$ cat config.mk
export PLATFORM = sky130hd
export DESIGN_NAME = pipe_ctrl
export DESIGN_NICKNAME = d
export VERILOG_FILES = /design/src/rtl/pipe_ctrl.sv
export SDC_FILE = /design/constraint.sdc
export NUM_CORES = 1
export LEC_CHECK = 0
export ABC_AREA = 1
export CAP_MARGIN = 20
export CORE_ASPECT_RATIO = 1.2
export CORE_MARGIN = 1.5
export CORE_UTILIZATION = 55
export CTS_CLUSTER_SIZE = 14
export DETAILED_ROUTE_END_ITERATION = 10
export GPL_ROUTABILITY_DRIVEN = 0
export PLACE_DENSITY = 0.83
export SETUP_SLACK_MARGIN = 0.15
export SLEW_MARGIN = 30
export SYNTH_ARGS = -nofsm -noshare
export SYNTH_HDL_FRONTEND = slang
export SYNTH_SLANG_ARGS = --single-unit
$ cat constraint.sdc
create_clock -name clk -period 2.8 [get_ports clk]
set_input_delay 0.56 -clock clk [delete_from_list [all_inputs] [get_ports clk]]
set_output_delay 0.56 -clock clk [all_outputs]
set_load 0.005 [all_outputs]
$ cat src/rtl/pipe_ctrl.sv
// Stall/flush scheduler for the 5-stage pipeline plus LSU wait watchdog and stall counter.
// Latency: stall/flush/mem_timeout are combinational (0 cycles); FSM, wait counter, perf counter registered.
// Backpressure: a busy memory access holds PC..EX_MEM and bubbles MEM_WB until the access completes.
module pipe_ctrl #(
  parameter int TIMEOUT = 256,
  parameter int CNT_W   = 16,
  parameter int PERF_W  = 32
) (
  input  logic              clk,
  input  logic              rst,
  input  logic              id_rs1_en,
  input  logic [4:0]        id_rs1_addr,
  input  logic              id_rs2_en,
  input  logic [4:0]        id_rs2_addr,
  input  logic              ex_rw_en,
  input  logic [4:0]        ex_rw_addr,
  input  logic              ex_is_load,
  input  logic              ex_branch_taken,
  input  logic              mem_req,
  input  logic              mem_ready,
  output logic [4:0]        stall,
  output logic [4:0]        flush,
  output logic              mem_timeout,
  output logic [PERF_W-1:0] stall_cycles
);

  localparam logic [0:0] S_RUN      = 1'b0;
  localparam logic [0:0] S_MEM_WAIT = 1'b1;

  localparam logic [CNT_W-1:0]  WAIT_LAST = CNT_W'(TIMEOUT - 1);
  localparam logic [PERF_W-1:0] PERF_MAX  = '1;

  logic [0:0]        state_q, state_d;
  logic [CNT_W-1:0]  wait_cnt_q, wait_cnt_d;
  logic [PERF_W-1:0] stall_cycles_q, stall_cycles_d;

  logic       mem_busy;
  logic       lu_hit;
  logic       wd_expire;
  logic [4:0] stall_raw;
  logic [4:0] flush_raw;

  // Hazard detection; r0 is hardwired zero so it never creates a dependency.
  always_comb begin
    mem_busy  = mem_req & ~mem_ready;
    lu_hit    = ex_is_load & ex_rw_en & (ex_rw_addr != 5'd0) &
                ((id_rs1_en & (id_rs1_addr == ex_rw_addr)) |
                 (id_rs2_en & (id_rs2_addr == ex_rw_addr)));
    wd_expire = mem_busy & (wait_cnt_q == WAIT_LAST);
  end

  // Fixed-priority stall/flush selection: memory wait, then branch, then load-use.
  // A branch held under a memory stall gets flushed once the access completes,
  // since ex_branch_taken is still asserted by the held EX instruction.
  always_comb begin
    stall_raw = 5'b00000;
    flush_raw = 5'b00000;
    if (mem_busy) begin
      stall_raw = 5'b01111;
      flush_raw = 5'b10000;
    end else if (ex_branch_taken) begin
      flush_raw = 5'b00110;
    end else if (lu_hit) begin
      stall_raw = 5'b00011;
      flush_raw = 5'b00100;
    end
  end

  // Outputs are forced quiet while reset is held.
  always_comb begin
    stall       = rst ? 5'b00000 : stall_raw;
    flush       = rst ? 5'b00000 : flush_raw;
    mem_timeout = ~rst & wd_expire;
    stall_cycles = stall_cycles_q;
  end

  // Next-state for the wait FSM, watchdog counter and saturating stall counter.
  always_comb begin
    state_d        = state_q;
    wait_cnt_d     = wait_cnt_q;
    stall_cycles_d = stall_cycles_q;
    if (rst) begin
      state_d        = S_RUN;
      wait_cnt_d     = '0;
      stall_cycles_d = '0;
    end else begin
      case (state_q)
        S_RUN:      if (mem_busy)  state_d = S_MEM_WAIT;
        S_MEM_WAIT: if (!mem_busy) state_d = S_RUN;
        default:    state_d = S_RUN;
      endcase
      // Counter wraps to zero on expiry so the pulse repeats every TIMEOUT busy cycles.
      if (!mem_busy || wd_expire) wait_cnt_d = '0;
      else                        wait_cnt_d = wait_cnt_q + 1'b1;
      if ((|stall_raw) && (stall_cycles_q != PERF_MAX))
        stall_cycles_d = stall_cycles_q + 1'b1;
    end
  end

  // State registers, synchronous reset folded into the _d logic above.
  always_ff @(posedge clk) begin
    state_q        <= state_d;
    wait_cnt_q     <= wait_cnt_d;
    stall_cycles_q <= stall_cycles_d;
  end

endmodule

# Word-level counts from Yosys, hierarchy flattened
# Index checks and enable logic that the tools add are counted.
totals:
  register_bits: 48
  latch_bits: 0
  ramBits: 0
  romBits: 0
  in_bits: 24
  out_inout_bits: 43
  mem_count: 0
op_classes:
  add_sub_neg: 2
  mul: 0
  div: 0
  n_lt_le_gt_ge: 0
  n_eq_ne: 4
  n_shift: 0
  mux: 8
  n_bitwise: 11
  reduce_logical: 6
op_table:
  columns: ["operator", "count"]
  rows:
  - ["32-bit by 1-bit adder with 32-bit output, second input constant", 1]
  - ["32-bit inequality test, second input constant", 1]
  - ["16-bit by 1-bit adder with 16-bit output, second input constant", 1]
  - ["16-bit by 8-bit == test with 1-bit output, second input constant", 1]
  - ["5-bit two-way mux", 3]
  - ["5-bit == test", 2]
  - ["1-bit AND", 8]
  - ["3-bit two-way mux", 2]
  - ["5-bit nonzero test", 1]
  - ["5-bit OR reduction", 1]
  - ["2-bit two-way mux", 2]
  - ["4-bit two-way mux", 1]
  - ["1-bit inverter", 2]
  - ["2-bit OR reduction", 1]
  - ["1-bit logical AND", 1]
  - ["1-bit logical NOT", 1]
  - ["1-bit logical OR", 1]
  - ["1-bit bitwise OR", 1]

# Logic depth before layout (Yosys ltp)
depth:
  depth_word: 9
  ltp_mapped: 12
  mapped_depth_nobuf: 12

# Least setup slack after synthesis
# No wires, ideal clock.
synth_timing:
  path_kind: "input port to output port"
  startpoint: "input port ex_rw_addr[3]"
  endpoint: "output port stall[1]"
  arrival_time_ps: 1352
  required_time_ps: 2240
  setup_slack_ps: 888
  path_stages: 9
  cell_sequence: "inv_1 nand2_1 nand2_1 nor2_1 nand3_1 nand2_1 nand3_1 a21oi_1 buf_4"
synth_between:
  elab_chain_cells: 8
  elab_cells_between_ends: 12
synth_lines:
  columns: ["item", "line", "rtl"]
  rows:
  - ["start, declared", "16", "input logic [4:0] ex_rw_addr,"]
  - ["5-bit == test, on equally long branches", "47, 48", null]
  - ["1-bit AND, on equally long branches", "47, 48", null]
  - ["1-bit bitwise OR", "47", "((id_rs1_en & (id_rs1_addr == ex_rw_addr)) |"]
  - ["1-bit AND *", "46", "lu_hit = ex_is_load & ex_rw_en & (ex_rw_addr != 5'd0) &"]
  - ["2-bit two-way mux *", "63", "end else if (lu_hit) begin"]
  - ["2-bit two-way mux *", "61", "end else if (ex_branch_taken) begin"]
  - ["4-bit two-way mux *", "58", "if (mem_busy) begin"]
  - ["5-bit two-way mux *", "71", "stall = rst ? 5'b00000 : stall_raw;"]
  - ["end, declared", "21", "output logic [4:0] stall,"]
# Every way passes the cells marked *; elsewhere a longest branch is shown, timed or not.

# Worst setup path in the final report
layout_timing:
  startpoint: "input port mem_ready"
  endpoint: "output port flush[1]"
layout_between:
  elab_chain_cells: 4
layout_lines:
  columns: ["item", "line", "rtl"]
  rows:
  - ["start, declared", "20", "input logic mem_ready,"]
  - ["1-bit inverter", "45", "mem_busy = mem_req & ~mem_ready;"]
  - ["1-bit AND", "45", null]
  - ["5-bit two-way mux", "58", null]
  - ["5-bit two-way mux", "72", "flush = rst ? 5'b00000 : flush_raw;"]
  - ["end, declared", "22", "output logic [4:0] flush,"]
# Every way passes these cells.

==> results.sh <==
export IMPL_outcome="finished clean"
export IMPL_drt_iter0_markers=164
export IMPL_io_buffer_count=63
export IMPL_ys_types=28
export IMPL_clockBufferDepth=2
export IMPL_num_io_pins=67
export IMPL_fin_tns_setup_ns=0
export IMPL_antenna_found_initial=0
export IMPL_yosys_area_share_simple_pct=45.9
export IMPL_cts_sinks=48
export IMPL_cp_max_fo=2
export IMPL_seq_power_share_pct=50.8
export IMPL_finalHoldViolations=0
export IMPL_synth_top_area_share_pct=32.0
export IMPL_leakagePower_nw=1.72
export IMPL_total_power_mw=1.37
export IMPL_cts_buffers=5
export IMPL_clock_power_share_pct=38.1
export IMPL_cpLargestDelayFamily="buffers and inverters"
export IMPL_postRouteAntennaNets=0
export IMPL_p_int_mw=1.03
export IMPL_timing_critical_path_cells="clkdlybuf4s50_1 -> nor2_4 -> buf_4 -> buf_4 -> nor3_1 -> clkdlybuf4s50_1"
export IMPL_hpwlAfterDp_um=5030
export IMPL_syn_avg_cell_area_um2=6.16
export IMPL_area_growth_pct=29.1
export IMPL_slowest_delay_ns=0.52
export IMPL_die_w_um=70.4
export IMPL_drv_slew=0
export IMPL_netlist_area_um2=3000
export IMPL_die_y_um=83.9
export IMPL_holdBufCountCts=0
export IMPL_cp_required_ns=2.24
export IMPL_fmax_ghz=0.389
export IMPL_ys_top_cells_by_area="dfxtp_1, nand2_1, nor2_1, nand3_1, a21oi_1"
export IMPL_setup_viol=0
export IMPL_initial_core_util_pct=57.0
export IMPL_vias=3238
export IMPL_synth_top_area_cell="dfxtp_1"
export IMPL_pre_cts_ws_ns=-0.113
export IMPL_synth_compound_area_share_pct=7.22
export IMPL_tritoncts="yes"
export IMPL_grt_pass1_wl_um=11600
export IMPL_drt_pass1_iterations=4
export IMPL_combPwrFrac_pct=11.1
export IMPL_cp_slowest_cell="clkdlybuf4s50_1"
export IMPL_gr_total_overflow=0
export IMPL_switching_power_uw=336
export IMPL_diodes=0
export IMPL_hp_class="flip-flop to flip-flop"
export IMPL_ys_warn_count=0
export IMPL_drv_cap=0
export IMPL_route_detailed_drc=0
export IMPL_avgViaCountPerCell=5.27
export IMPL_netlist_instances=487
export IMPL_arrival_ns=2.01
export IMPL_grt_max_degree=65
export IMPL_fin_crit_sh_pct=91.8
export IMPL_path_clk_slew_ns=0.09
export IMPL_power_density_nw_per_um2=354
export IMPL_finalWorstSetupSlack_ns=0.229
export IMPL_path_buf_inv=4
export IMPL_dieArea_um2=5910
export IMPL_swShare_pct=24.6
export IMPL_wl_um=6960
export IMPL_rows=29
export IMPL_period_needed_ns=2.57
export IMPL_rsz0062_at_grt="no"
export IMPL_htree_levels=2
export IMPL_end_kind="output port"
export IMPL_synth_seq_cells=48
export IMPL_path_class="input port to output port"
export IMPL_wl_per_cell_um=11.3
export IMPL_drive_gt1_share_pct=13.6
export IMPL_vdd_drop_max_mv=0.248
export IMPL_core_um2=5260
export IMPL_cts_root_buffer="clkbuf_8"
export IMPL_grt_total_usage_pct=23.2
export IMPL_synth_adder_area_share_pct=0.834
export IMPL_grt_pass1_vias=2847
export IMPL_fin_nets=577
export IMPL_fin_skew_ns=0.0101
export IMPL_yosysSeqAreaShare_pct=32.0
export IMPL_synth_xor_area_share_pct=2.04
export IMPL_synth_mux_area_fraction_pct=0
export IMPL_synth_top_family_by_area="simple AND/OR/NAND/NOR gates"
export IMPL_insertion_delay_ns=0.31
export IMPL_cp_start_kind="input port"
final timing paths:
| path | slack (ns) | end | cells past startpoint | from |
|---|---|---|---|---|
| worst max-delay path | 0.23 | flush[1] | 6 | mem_ready |
| worst min-delay path | 0.45 | wait_cnt_q[0]$_SDFF_PP0_ | 1 | wait_cnt_q[0]$_SDFF_PP0_ |
| worst max register to register | 0.67 | stall_cycles[30]$_SDFFE_PP0P_ | 12 | stall_cycles[0]$_SDFFE_PP0P_ |
| worst min register to register | 0.45 | wait_cnt_q[0]$_SDFF_PP0_ | 1 | wait_cnt_q[0]$_SDFF_PP0_ |
metrics by stage:
step                      utilization [%]  instance area, um^2  hold WS (ns)  std cells
final                                73.6                 3870         0.451        614
after global routing                 73.6                 3870         0.462        614
after CTS                            71.9                 3780         0.465        610
after detailed placement             69.4                 3650         0.449        601
after global placement               69.4                 3650         0.432        601
after floorplan                         -                 3010         0.418        489
worst reg2reg max path, delay by kind of cell (launching register included):
family                   cells  cell delay (ns)
adder cells (fa/ha/maj)      1             0.21
buffers and inverters        1             0.27
flip-flops                   1             0.42
AND/OR/NAND/NOR             10             1.14
placed cells by master (no fill, tap or decap), drive strengths merged:
cell type and count:
a21oi 39, a31oi 1, buf 10, bufinv 1
clkbuf 6, clkdlybuf4s50 54, clkinvlp 1, conb 3
dfxtp 48, dlygate4sd2 3, dlymetal6s2s 5, ha 2
inv 66, nand2 130, nand3 56, nand3b 5
nand4 5, nor2 96, nor3 10, nor3b 1
o21ai 3, xnor2 3, xor2 4
layer usage:
layer	GRT usage (%)	routed length (um)	vias up
met5	0	0	-
li1	-	-	1645
met1	24.9	2790	1489
met4	8.22	131	0
met3	3.74	322	15
met2	44.7	3720	89
cells in the mapped netlist, drive strengths merged:
cell	instances
a21oi	39
a31oi	1
buf	18
conb	1
dfxtp	48
ha	2
inv	65
nand2	130
nand3	56
nand3b	5
nand4	5
nor2	96
nor3	10
nor3b	1
o21ai	3
xnor2	3
xor2	4
area by class of cell:
type / count / area (um^2)
Multi-Input combinational cell: 358 / 1750
Clock buffer: 5 / 68.8
Timing Repair Buffer: 73 / 722
Clock inverter: 3 / 46.3
Sequential cell: 48 / 966
Fill cell: 450 / 1390
Inverter: 65 / 244
Tap cell: 62 / 77.6
power by group through the flow:
stage,Sequential [mW],Clock [mW],Combinational (mW)
floorplan,0.710,0,0.0785
global placement,0.711,0,0.139
detailed placement,0.711,0,0.144
CTS,0.695,0.531,0.144
global route,0.697,0.549,0.168
finish,0.695,0.522,0.151
flip-flops by register name, indices dropped and copies added (netlist names):
signal / flops
stall_cycles: 32
wait_cnt_q: 16
kinds of logic after synthesis:
| kind of cell | after synthesis |
|---|---|
| XOR/XNOR | 7 |
| AND/OR/NAND/NOR | 303 |
| other | 1 |
| AO/OA/AOI/OAI | 43 |
| buffers and inverters | 83 |
| flip-flops | 48 |
| adder cells (fa/ha/maj) | 2 |
repair_timing:
| item | CTS | global route |
|---|---|---|
| gates resized for setup | 7 | 25 |
| setup endpoints to repair | 4 | 7 |
| endpoints found under the hold margin | 0 | 0 |
| buffers inserted | 1 | 4 |
| pin swaps | 1 | 7 |
Power figures use the tool's default switching activity.
